<file path="config.mk">
export PLATFORM = sky130hd
export DESIGN_NAME = vga_sync_timing
export DESIGN_NICKNAME = d
export VERILOG_FILES = /design/src/rtl/vga_timing_pkg.sv /design/src/rtl/vga_pix_strobe.sv /design/src/rtl/vga_sync_timing.sv
export SDC_FILE = /design/constraint.sdc
export NUM_CORES = 1
export LEC_CHECK = 0
export BUFFER_PORTS_ARGS = -buffer_cell sky130_fd_sc_hd__clkbuf_2
export CORE_UTILIZATION = 48
export CTS_CLUSTER_SIZE = 20
export DETAILED_ROUTE_END_ITERATION = 6
export PLACE_DENSITY = 0.7
export SYNTH_ARGS = -nofsm -noshare
export SYNTH_HDL_FRONTEND = slang
export SYNTH_SLANG_ARGS = --single-unit
export TNS_END_PERCENT = 100
</file>
<file path="constraint.sdc">
create_clock -name vga_clk -period 4.5 [get_ports vga_clk]
set_input_delay 0.675 -clock vga_clk [delete_from_list [all_inputs] [get_ports vga_clk]]
set_output_delay 0.675 -clock vga_clk [all_outputs]
set_load 0.005 [all_outputs]
</file>
<file path="src/rtl/vga_timing_pkg.sv">
// ---------------------------------------------------------------------------
// vga_timing_pkg
// Shared types and default timing for the VGA raster generator.
//   - Default 640x480@60 timing constants (pixels / lines).
//   - h_total / v_total helpers for the derived totals.
//   - vga_phase_t : phase of one raster axis (active, front porch, sync,
//                   back porch).
//   - vga_coord_t : 10-bit pixel column / line number.
// ---------------------------------------------------------------------------
package vga_timing_pkg;

  localparam int DEF_CLK_DIV  = 2;
  localparam int DEF_H_ACTIVE = 640;
  localparam int DEF_H_FP     = 16;
  localparam int DEF_H_SYNC   = 96;
  localparam int DEF_H_BP     = 48;
  localparam int DEF_V_ACTIVE = 480;
  localparam int DEF_V_FP     = 10;
  localparam int DEF_V_SYNC   = 2;
  localparam int DEF_V_BP     = 33;
  localparam int DEF_SYNC_POL = 0;

  // Largest total a 10-bit coordinate can count through.
  localparam int COORD_LIMIT  = 1024;

  typedef enum logic [1:0] {PH_ACTIVE, PH_FP, PH_SYNC, PH_BP} vga_phase_t;
  typedef logic [9:0] vga_coord_t;

  function automatic int h_total(int act, int fp, int sync, int bp);
    return act + fp + sync + bp;
  endfunction

  function automatic int v_total(int act, int fp, int sync, int bp);
    return act + fp + sync + bp;
  endfunction

endpackage

</file>
<file path="src/rtl/vga_pix_strobe.sv">
// ---------------------------------------------------------------------------
// vga_pix_strobe
// Single-cycle pixel strobe derived from vga_clk, used instead of a divided
// clock so the whole raster stays in one clock domain.
//   vga_clk : clock
//   reset   : asynchronous, active-low
//   pix_en  : registered one-cycle pulse every CLK_DIV cycles; the first
//             one appears CLK_DIV cycles after reset release. With
//             CLK_DIV=1 it is high every cycle after reset.
// ---------------------------------------------------------------------------
module vga_pix_strobe #(
  parameter int CLK_DIV = 2
) (
  input  logic vga_clk,
  input  logic reset,
  output logic pix_en
);

  localparam int DW = (CLK_DIV > 1) ? $clog2(CLK_DIV) : 1;
  localparam logic [DW-1:0] DIV_END = DW'(CLK_DIV - 1);

  if (CLK_DIV < 1) begin : g_div_err
    $error("vga_pix_strobe: CLK_DIV must be >= 1");
  end

  logic [DW-1:0] div_cnt_q, div_cnt_d;
  logic          pix_en_q,  pix_en_d;

  always_comb begin
    pix_en_d  = (div_cnt_q == DIV_END);
    div_cnt_d = pix_en_d ? '0 : div_cnt_q + DW'(1);
  end

  always_ff @(posedge vga_clk or negedge reset) begin
    if (!reset) begin
      div_cnt_q <= '0;
      pix_en_q  <= 1'b0;
    end else begin
      div_cnt_q <= div_cnt_d;
      pix_en_q  <= pix_en_d;
    end
  end

  assign pix_en = pix_en_q;

endmodule

</file>
<file path="src/rtl/vga_sync_timing.sv">
// ---------------------------------------------------------------------------
// vga_sync_timing
// 640x480@60 (by default) VGA raster timing generator, vga_clk domain only.
//   vga_clk     : clock
//   reset       : asynchronous, active-low
//   pix_en      : pixel strobe (one vga_clk pulse every CLK_DIV cycles)
//   h_count     : current pixel column, 0..H_TOTAL-1
//   v_count     : current line, 0..V_TOTAL-1
//   hsync/vsync : sync outputs, asserted level = SYNC_POL
//   video_on    : both axes in their active region
//   line_start  : one-cycle pulse when h_count becomes 0
//   frame_start : one-cycle pulse when (h_count,v_count) becomes (0,0)
//   rom_addr    : (only with VGA_SYNC_TIMING_ROM_ADDR_EN) linear address
//                 v*H_ACTIVE+h of the visible pixel, held during blanking
//
// The raster steps at the clock edge that ends a pix_en cycle. Every output
// is a register loaded from the next-state counters/phases, so syncs, pulses
// and video_on always line up with the h_count/v_count shown alongside them.
// Reset parks the raster on the last pixel of the frame, so the first step
// lands on (0,0) and fires frame_start/line_start.
// ---------------------------------------------------------------------------
module vga_sync_timing
  import vga_timing_pkg::*;
#(
  parameter int CLK_DIV  = DEF_CLK_DIV,
  parameter int H_ACTIVE = DEF_H_ACTIVE,
  parameter int H_FP     = DEF_H_FP,
  parameter int H_SYNC   = DEF_H_SYNC,
  parameter int H_BP     = DEF_H_BP,
  parameter int V_ACTIVE = DEF_V_ACTIVE,
  parameter int V_FP     = DEF_V_FP,
  parameter int V_SYNC   = DEF_V_SYNC,
  parameter int V_BP     = DEF_V_BP,
  parameter int SYNC_POL = DEF_SYNC_POL
) (
  input  logic        vga_clk,
  input  logic        reset,
  output logic        pix_en,
  output logic [9:0]  h_count,
  output logic [9:0]  v_count,
  output logic        hsync,
  output logic        vsync,
  output logic        video_on,
  output logic        line_start,
  output logic        frame_start
`ifdef VGA_SYNC_TIMING_ROM_ADDR_EN
  ,
  output logic [18:0] rom_addr
`endif
);

  localparam int H_TOTAL = h_total(H_ACTIVE, H_FP, H_SYNC, H_BP);
  localparam int V_TOTAL = v_total(V_ACTIVE, V_FP, V_SYNC, V_BP);

  // Last coordinate of each phase; the phase is left after this value.
  localparam vga_coord_t H_ACT_END  = vga_coord_t'(H_ACTIVE - 1);
  localparam vga_coord_t H_FP_END   = vga_coord_t'(H_ACTIVE + H_FP - 1);
  localparam vga_coord_t H_SYNC_END = vga_coord_t'(H_ACTIVE + H_FP + H_SYNC - 1);
  localparam vga_coord_t H_END      = vga_coord_t'(H_TOTAL - 1);
  localparam vga_coord_t V_ACT_END  = vga_coord_t'(V_ACTIVE - 1);
  localparam vga_coord_t V_FP_END   = vga_coord_t'(V_ACTIVE + V_FP - 1);
  localparam vga_coord_t V_SYNC_END = vga_coord_t'(V_ACTIVE + V_FP + V_SYNC - 1);
  localparam vga_coord_t V_END      = vga_coord_t'(V_TOTAL - 1);

  localparam logic POL = (SYNC_POL != 0);

  if (H_TOTAL > COORD_LIMIT || V_TOTAL > COORD_LIMIT ||
      H_ACTIVE < 1 || H_FP < 1 || H_SYNC < 1 || H_BP < 1 ||
      V_ACTIVE < 1 || V_FP < 1 || V_SYNC < 1 || V_BP < 1) begin : g_param_err
    $error("vga_sync_timing: illegal timing parameters");
  end

  // -------------------------------------------------------------------------
  // Pixel strobe
  // -------------------------------------------------------------------------
  logic pix_en_w;

  vga_pix_strobe #(
    .CLK_DIV (CLK_DIV)
  ) u_pix_strobe (
    .vga_clk (vga_clk),
    .reset   (reset),
    .pix_en  (pix_en_w)
  );

  // -------------------------------------------------------------------------
  // Raster counters
  // -------------------------------------------------------------------------
  vga_coord_t h_cnt_q, h_cnt_d;
  vga_coord_t v_cnt_q, v_cnt_d;
  logic       h_wrap, v_wrap;

  always_comb begin
    h_wrap  = pix_en_w && (h_cnt_q == H_END);
    v_wrap  = h_wrap && (v_cnt_q == V_END);
    h_cnt_d = h_cnt_q;
    v_cnt_d = v_cnt_q;
    if (pix_en_w) h_cnt_d = h_wrap ? '0 : h_cnt_q + 10'd1;
    if (h_wrap)   v_cnt_d = v_wrap ? '0 : v_cnt_q + 10'd1;
  end

  // -------------------------------------------------------------------------
  // Phase FSMs: horizontal steps on pix_en, vertical on the horizontal wrap.
  // -------------------------------------------------------------------------
  vga_phase_t h_ph_q, h_ph_d;
  vga_phase_t v_ph_q, v_ph_d;

  always_ff @(posedge vga_clk or negedge reset) begin
    if (!reset) begin
      h_ph_q <= PH_BP;
      v_ph_q <= PH_BP;
    end else begin
      h_ph_q <= h_ph_d;
      v_ph_q <= v_ph_d;
    end
  end

  always_comb begin
    h_ph_d = h_ph_q;
    if (pix_en_w) begin
      case (h_ph_q)
        PH_ACTIVE: if (h_cnt_q == H_ACT_END)  h_ph_d = PH_FP;
        PH_FP:     if (h_cnt_q == H_FP_END)   h_ph_d = PH_SYNC;
        PH_SYNC:   if (h_cnt_q == H_SYNC_END) h_ph_d = PH_BP;
        PH_BP:     if (h_cnt_q == H_END)      h_ph_d = PH_ACTIVE;
        default:                              h_ph_d = PH_BP;
      endcase
    end
  end

  always_comb begin
    v_ph_d = v_ph_q;
    if (h_wrap) begin
      case (v_ph_q)
        PH_ACTIVE: if (v_cnt_q == V_ACT_END)  v_ph_d = PH_FP;
        PH_FP:     if (v_cnt_q == V_FP_END)   v_ph_d = PH_SYNC;
        PH_SYNC:   if (v_cnt_q == V_SYNC_END) v_ph_d = PH_BP;
        PH_BP:     if (v_cnt_q == V_END)      v_ph_d = PH_ACTIVE;
        default:                              v_ph_d = PH_BP;
      endcase
    end
  end

  // -------------------------------------------------------------------------
  // Registered outputs, all loaded from next-state values.
  // -------------------------------------------------------------------------
  logic hsync_q, hsync_d;
  logic vsync_q, vsync_d;
  logic video_on_q, video_on_d;
  logic line_start_q, frame_start_q;

  always_comb begin
    hsync_d    = (h_ph_d == PH_SYNC) ? POL : ~POL;
    vsync_d    = (v_ph_d == PH_SYNC) ? POL : ~POL;
    video_on_d = (h_ph_d == PH_ACTIVE) && (v_ph_d == PH_ACTIVE);
  end

  always_ff @(posedge vga_clk or negedge reset) begin
    if (!reset) begin
      h_cnt_q       <= H_END;
      v_cnt_q       <= V_END;
      hsync_q       <= ~POL;
      vsync_q       <= ~POL;
      video_on_q    <= 1'b0;
      line_start_q  <= 1'b0;
      frame_start_q <= 1'b0;
    end else begin
      h_cnt_q       <= h_cnt_d;
      v_cnt_q       <= v_cnt_d;
      hsync_q       <= hsync_d;
      vsync_q       <= vsync_d;
      video_on_q    <= video_on_d;
      line_start_q  <= h_wrap;
      frame_start_q <= v_wrap;
    end
  end

  assign pix_en      = pix_en_w;
  assign h_count     = h_cnt_q;
  assign v_count     = v_cnt_q;
  assign hsync       = hsync_q;
  assign vsync       = vsync_q;
  assign video_on    = video_on_q;
  assign line_start  = line_start_q;
  assign frame_start = frame_start_q;

`ifdef VGA_SYNC_TIMING_ROM_ADDR_EN
  // Linear pixel address built by counting visible pixels, so it tracks
  // v*H_ACTIVE+h without a multiplier. Stepping into a visible pixel bumps
  // it; blanking holds the last visible address; the frame wrap clears it.
  logic [18:0] rom_addr_q, rom_addr_d;

  always_comb begin
    rom_addr_d = rom_addr_q;
    if (v_wrap)                      rom_addr_d = '0;
    else if (pix_en_w && video_on_d) rom_addr_d = rom_addr_q + 19'd1;
  end

  always_ff @(posedge vga_clk or negedge reset) begin
    if (!reset) rom_addr_q <= '0;
    else        rom_addr_q <= rom_addr_d;
  end

  assign rom_addr = rom_addr_q;
`endif

endmodule

</file>
==> impl_summary.md <==
Clocking
The root buffer cell is sky130_fd_sc_hd__clkbuf_4. After clock tree synthesis, the clock-pin slew on the worst setup and hold paths is 0.10 ns. The clock tree from TritonCTS is built. Post-CTS repair changed the size of 0 cells.

Clock latency on the worst-skew pair, taken at its later pin, is 0.34 ns. The H-tree was split into 2 levels. After clock tree synthesis, the setup repair step added 0 buffers. In this run, CTS created clock tree buffers numbering 5. The clock net sink count is 31. For this design, the CTS-stage hold fixing added 0 buffers. No sink is reached through more buffers than the 2 on the longest clock path.

Layout
The final net count is 195. The sequential cells in the finished layout cover a total of 796 µm². With fillers left out, the area of the finished cells amounts to 1840 µm². Fill cells in the final layout number 290. The multi-input gate area in the final layout is 721 µm². Compared with the post-synthesis result, the final layout area differs by 15.9%.

Cells fill 59.4% of the core in the end. The antenna cell count is 0. Of the cells placed in the final design, the portion with a size suffix greater than 1 is 30.5%. The finished layout holds 234 standard cells, fillers aside.

Critical path
The maximum fanout along the worst path is 18. At the worst endpoint, the required time is 4.75 ns. The sort of element at the end of the critical path is a register.

The startpoint-to-endpoint class of the critical path is reg -> reg. At the worst endpoint, the arrival time is 2.75 ns. The worst setup path is launched from a register.

Synthesis
The post-synthesis net count is 165. Counting distinct cell types in the post-synthesis netlist gives 42. Counting flops with an async set or reset pin after synthesis yields a share of 100%. The post-synthesis cell type with the largest combined area is sky130_fd_sc_hd__dfstp_2. Synthesis inferred 31 register bits. The mapped netlist covers 1590 µm². Sorting the synthesized cells by area gives the leading types as sky130_fd_sc_hd__dfstp_2 (26%), sky130_fd_sc_hd__dfrtp_1 (24%), sky130_fd_sc_hd__nand2_1 (4.7%). The total number of yosys warnings is 0. Synthesis handed over a netlist of 159 instances.

The average cell area after synthesis is 10.0 µm². After synthesis, the largest area contributor takes up 26.4% of total cell area. After synthesis, flip-flops and latches occupy 50.0% of the total area.

The number of synthesized flops with an enable pin is 0. For this run, the leading register cell type out of synthesis is sky130_fd_sc_hd__dfstp_2.

GRT
Entering global routing, the biggest net connects 32 pins. The via count of the first global-routing pass came to 1,127. After global routing the overflow that remains totals 0. For this run, the total global-route usage over all layers was measured as 20.6%.

The first global-routing pass estimated 5160 µm of wire. The number of antenna violations at the first check in global routing is 0.

Placement
The standard cell area after detailed placement is 1760 µm². Input and output buffers added on the ports amount to 27. Once placement completed, the tool counted placed cells totaling 226. The placer congestion estimate is 0.851. Summed over all nets, the half-perimeter wirelength after detailed placement is 2240 µm.

Routing
Wires add up to 3170 µm. The number of routed nets with antenna violations is 0. The remaining design rule violation count is 0. In the final routed layout, each cell accounts on average for 13.5 µm. The pre-antenna-repair detailed-routing pass consisted of 4 iterations. In this run, the number of DRC markers left after iteration 0 of detailed routing was 64. The per-cell via count in the routed design is 5.41. The final route contains 1,265 vias.

Power
Summed over all cells, the static leakage comes to 0.822 nW. Of the total power, combinational logic draws 1.0%. The net switching power is 0.101 mW. The portion of total power attributed to sequential cells is 54.5%. Per report_power, the clock group accounts for 44.5% of the total. VDD sags by at most 0.220 mV. The total power divided by cell area is 278 nW/µm². The net switching share of the total power is 19.8%. The cell-internal power is 0.411 mW.

Flow run
Across the run, the number of max-cap violations was 0.

Die
The number of I/O pins is 28. The floorplan step defined a die boundary enclosing 3550 µm². The effective utilization at floorplan is 51.2%. The core region is 3100 µm². The height of the die is 59.6 µm. The die is 59.6 µm wide. The number of standard-cell rows in the floorplan is 20.

STA
At the pin with the least slew margin, the transition time is 0.813 ns. The maximum frequency from static timing analysis is 400 MHz. The final count of pins violating max slew is 0. Subtracting the final worst setup slack from the clock period gives 2.50 ns.

Setup repair after global routing left no endpoint under its margin. The ratio of final minimum period to clock period is 55.5%. Summed over all failing endpoints, the final setup total negative slack is 0 ns. The setup skew after layout is 0.0124 ns. Headroom to the max-slew limit came out at 45.0%. The number of hold violations in the final report was 0. The number of failing setup endpoints in the final timing report is 0.

Outcome
The run finished with clean final reports.

Hold path
The path class of the tightest hold or removal check is in -> async.
==> synthesized netlist by cell type (all sizes together), types with 2 or more instances <==
| cell | n |
|---|---|
| nand2 | 21 |
| dfstp | 16 |
| dfrtp | 15 |
| nor2 | 12 |
| o21ai | 10 |
| inv | 9 |
| xnor2 | 8 |
| and3 | 6 |
| nand3 | 6 |
| nor3 | 6 |
| a21oi | 5 |
| nand4 | 5 |
| ha | 4 |
| nand2b | 4 |
| and4 | 3 |
| a31oi | 2 |
| buf | 2 |
| clkbuf | 2 |
| nor4 | 2 |
| nor4b | 2 |
| nor4bb | 2 |
| o22ai | 2 |
| or4 | 2 |
| xor2 | 2 |
==> cells by family (layout without fill, tap and decap cells) <==
group                      count (synthesis)  count (layout)  synth area share [%]
xor gates and xnor gates                  10              10                  5.51
AOI/OAI and AO/OA                         24              24                  9.68
DFF                                       31              31                  50.0
buffers and inverters                     14              45                  4.64
and+or+nand+nor                           76              76                  27.0
adders and majority gates                  4               4                  3.15
==> area by class of cell <==
class | count | area share, %
multi-input combinational | 114 | 39.1
clock inverter | 2 | 1.90
clock buffer | 6 | 2.78
sequential | 31 | 43.2
timing repair buffer | 27 | 7.33
inverter | 10 | 2.72
tap | 44 | 2.99
==> state kept, by name, summed over array words and instances (netlist names) <==
register,count
frame_start,1
h_count,10
h_ph_q,2
hsync,1
line_start,1
u_pix_strobe.div_cnt_q,1
u_pix_strobe.pix_en,1
v_count,10
v_ph_q,2
video_on,1
vsync,1
==> cells in the final DEF, fill, tap and decap left out, types with 2 or more instances in the layout <==
cell | Yosys | layout
sky130_fd_sc_hd__or4_1 | 2 | 2
sky130_fd_sc_hd__and3_1 | 6 | 6
sky130_fd_sc_hd__o21ai_0 | 7 | 7
sky130_fd_sc_hd__nand2_1 | 20 | 20
sky130_fd_sc_hd__dfrtp_1 | 15 | 15
sky130_fd_sc_hd__nand3_1 | 6 | 6
sky130_fd_sc_hd__nor4bb_1 | 2 | 2
sky130_fd_sc_hd__nand4_1 | 4 | 4
sky130_fd_sc_hd__nor2_1 | 12 | 12
sky130_fd_sc_hd__ha_1 | 4 | 4
sky130_fd_sc_hd__and4_1 | 3 | 3
sky130_fd_sc_hd__nor4b_1 | 2 | 2
sky130_fd_sc_hd__a21oi_1 | 4 | 4
sky130_fd_sc_hd__o22ai_1 | 2 | 2
sky130_fd_sc_hd__xnor2_1 | 8 | 8
sky130_fd_sc_hd__inv_1 | 8 | 8
sky130_fd_sc_hd__clkbuf_4 | 0 | 5
sky130_fd_sc_hd__xor2_1 | 2 | 2
sky130_fd_sc_hd__dfstp_2 | 16 | 16
sky130_fd_sc_hd__nand2b_1 | 4 | 4
sky130_fd_sc_hd__o21ai_1 | 3 | 3
sky130_fd_sc_hd__nor3_1 | 6 | 6
sky130_fd_sc_hd__clkbuf_2 | 0 | 27
sky130_fd_sc_hd__a31oi_1 | 2 | 2
==> power groups by stage <==
stage	Combinational, mW	Sequential, mW	Clock [mW]
CTS	0.00571	0.279	0.233
detailed placement	0.00574	0.284	0
global route	0.00643	0.279	0.245
floorplan	0.000000301	0.284	0
finish	0.00528	0.279	0.228
global placement	0.00556	0.284	0
==> layer usage <==
metal / vias to the layer above / share of wire (%) / wire length, µm / global-route usage (%)
li1: 622 / - / - / -
met1: 611 / 47 / 1480 / 26.5
met2: 26 / 47 / 1480 / 30.5
met3: 6 / 4.5 / 143 / 6.55
met4: 0 / 2.0 / 63 / 12.0
met5: - / 0 / 0 / 0
==> critical path: stages (launching register included) <==
cell and delay, ns:
sky130_fd_sc_hd__dfstp_2 0.58, sky130_fd_sc_hd__ha_1 0.22, sky130_fd_sc_hd__nand4_2 0.18, sky130_fd_sc_hd__or4_1 0.73, sky130_fd_sc_hd__clkinv_8 0.18, sky130_fd_sc_hd__nand2_4 0.06, sky130_fd_sc_hd__a21oi_2 0.16, sky130_fd_sc_hd__inv_2 0.06
sky130_fd_sc_hd__nor4_2 0.26
==> path summary, 6_finish.rpt <==
path                                         from  cells after the start  slack [ns]                  end
setup / recovery                       h_count[0]                      8        2.00             video_on
hold / removal                              reset                      1        0.38           v_count[6]
setup reg to reg                       h_count[0]                      8        2.00             video_on
hold reg to reg            u_pix_strobe.div_cnt_q                      0        0.39  u_pix_strobe.pix_en
max in group asynchronous                   reset                      1        3.64  u_pix_strobe.pix_en
min in group vga_clk       u_pix_strobe.div_cnt_q                      0        0.39  u_pix_strobe.pix_en
==> metrics by stage <==
stage | worst slack [ns] | power [mW] | hold slack [ns]
final | 2.00 | 0.512 | 0.384
after floorplan | 2.32 | 0.284 | 0.354
after global placement | 2.10 | 0.290 | 0.365
after detailed placement | 1.98 | 0.290 | 0.371
after CTS | 1.97 | 0.518 | 0.392
after global routing | 1.86 | 0.531 | 0.396
Power figures use the tool's default switching activity.
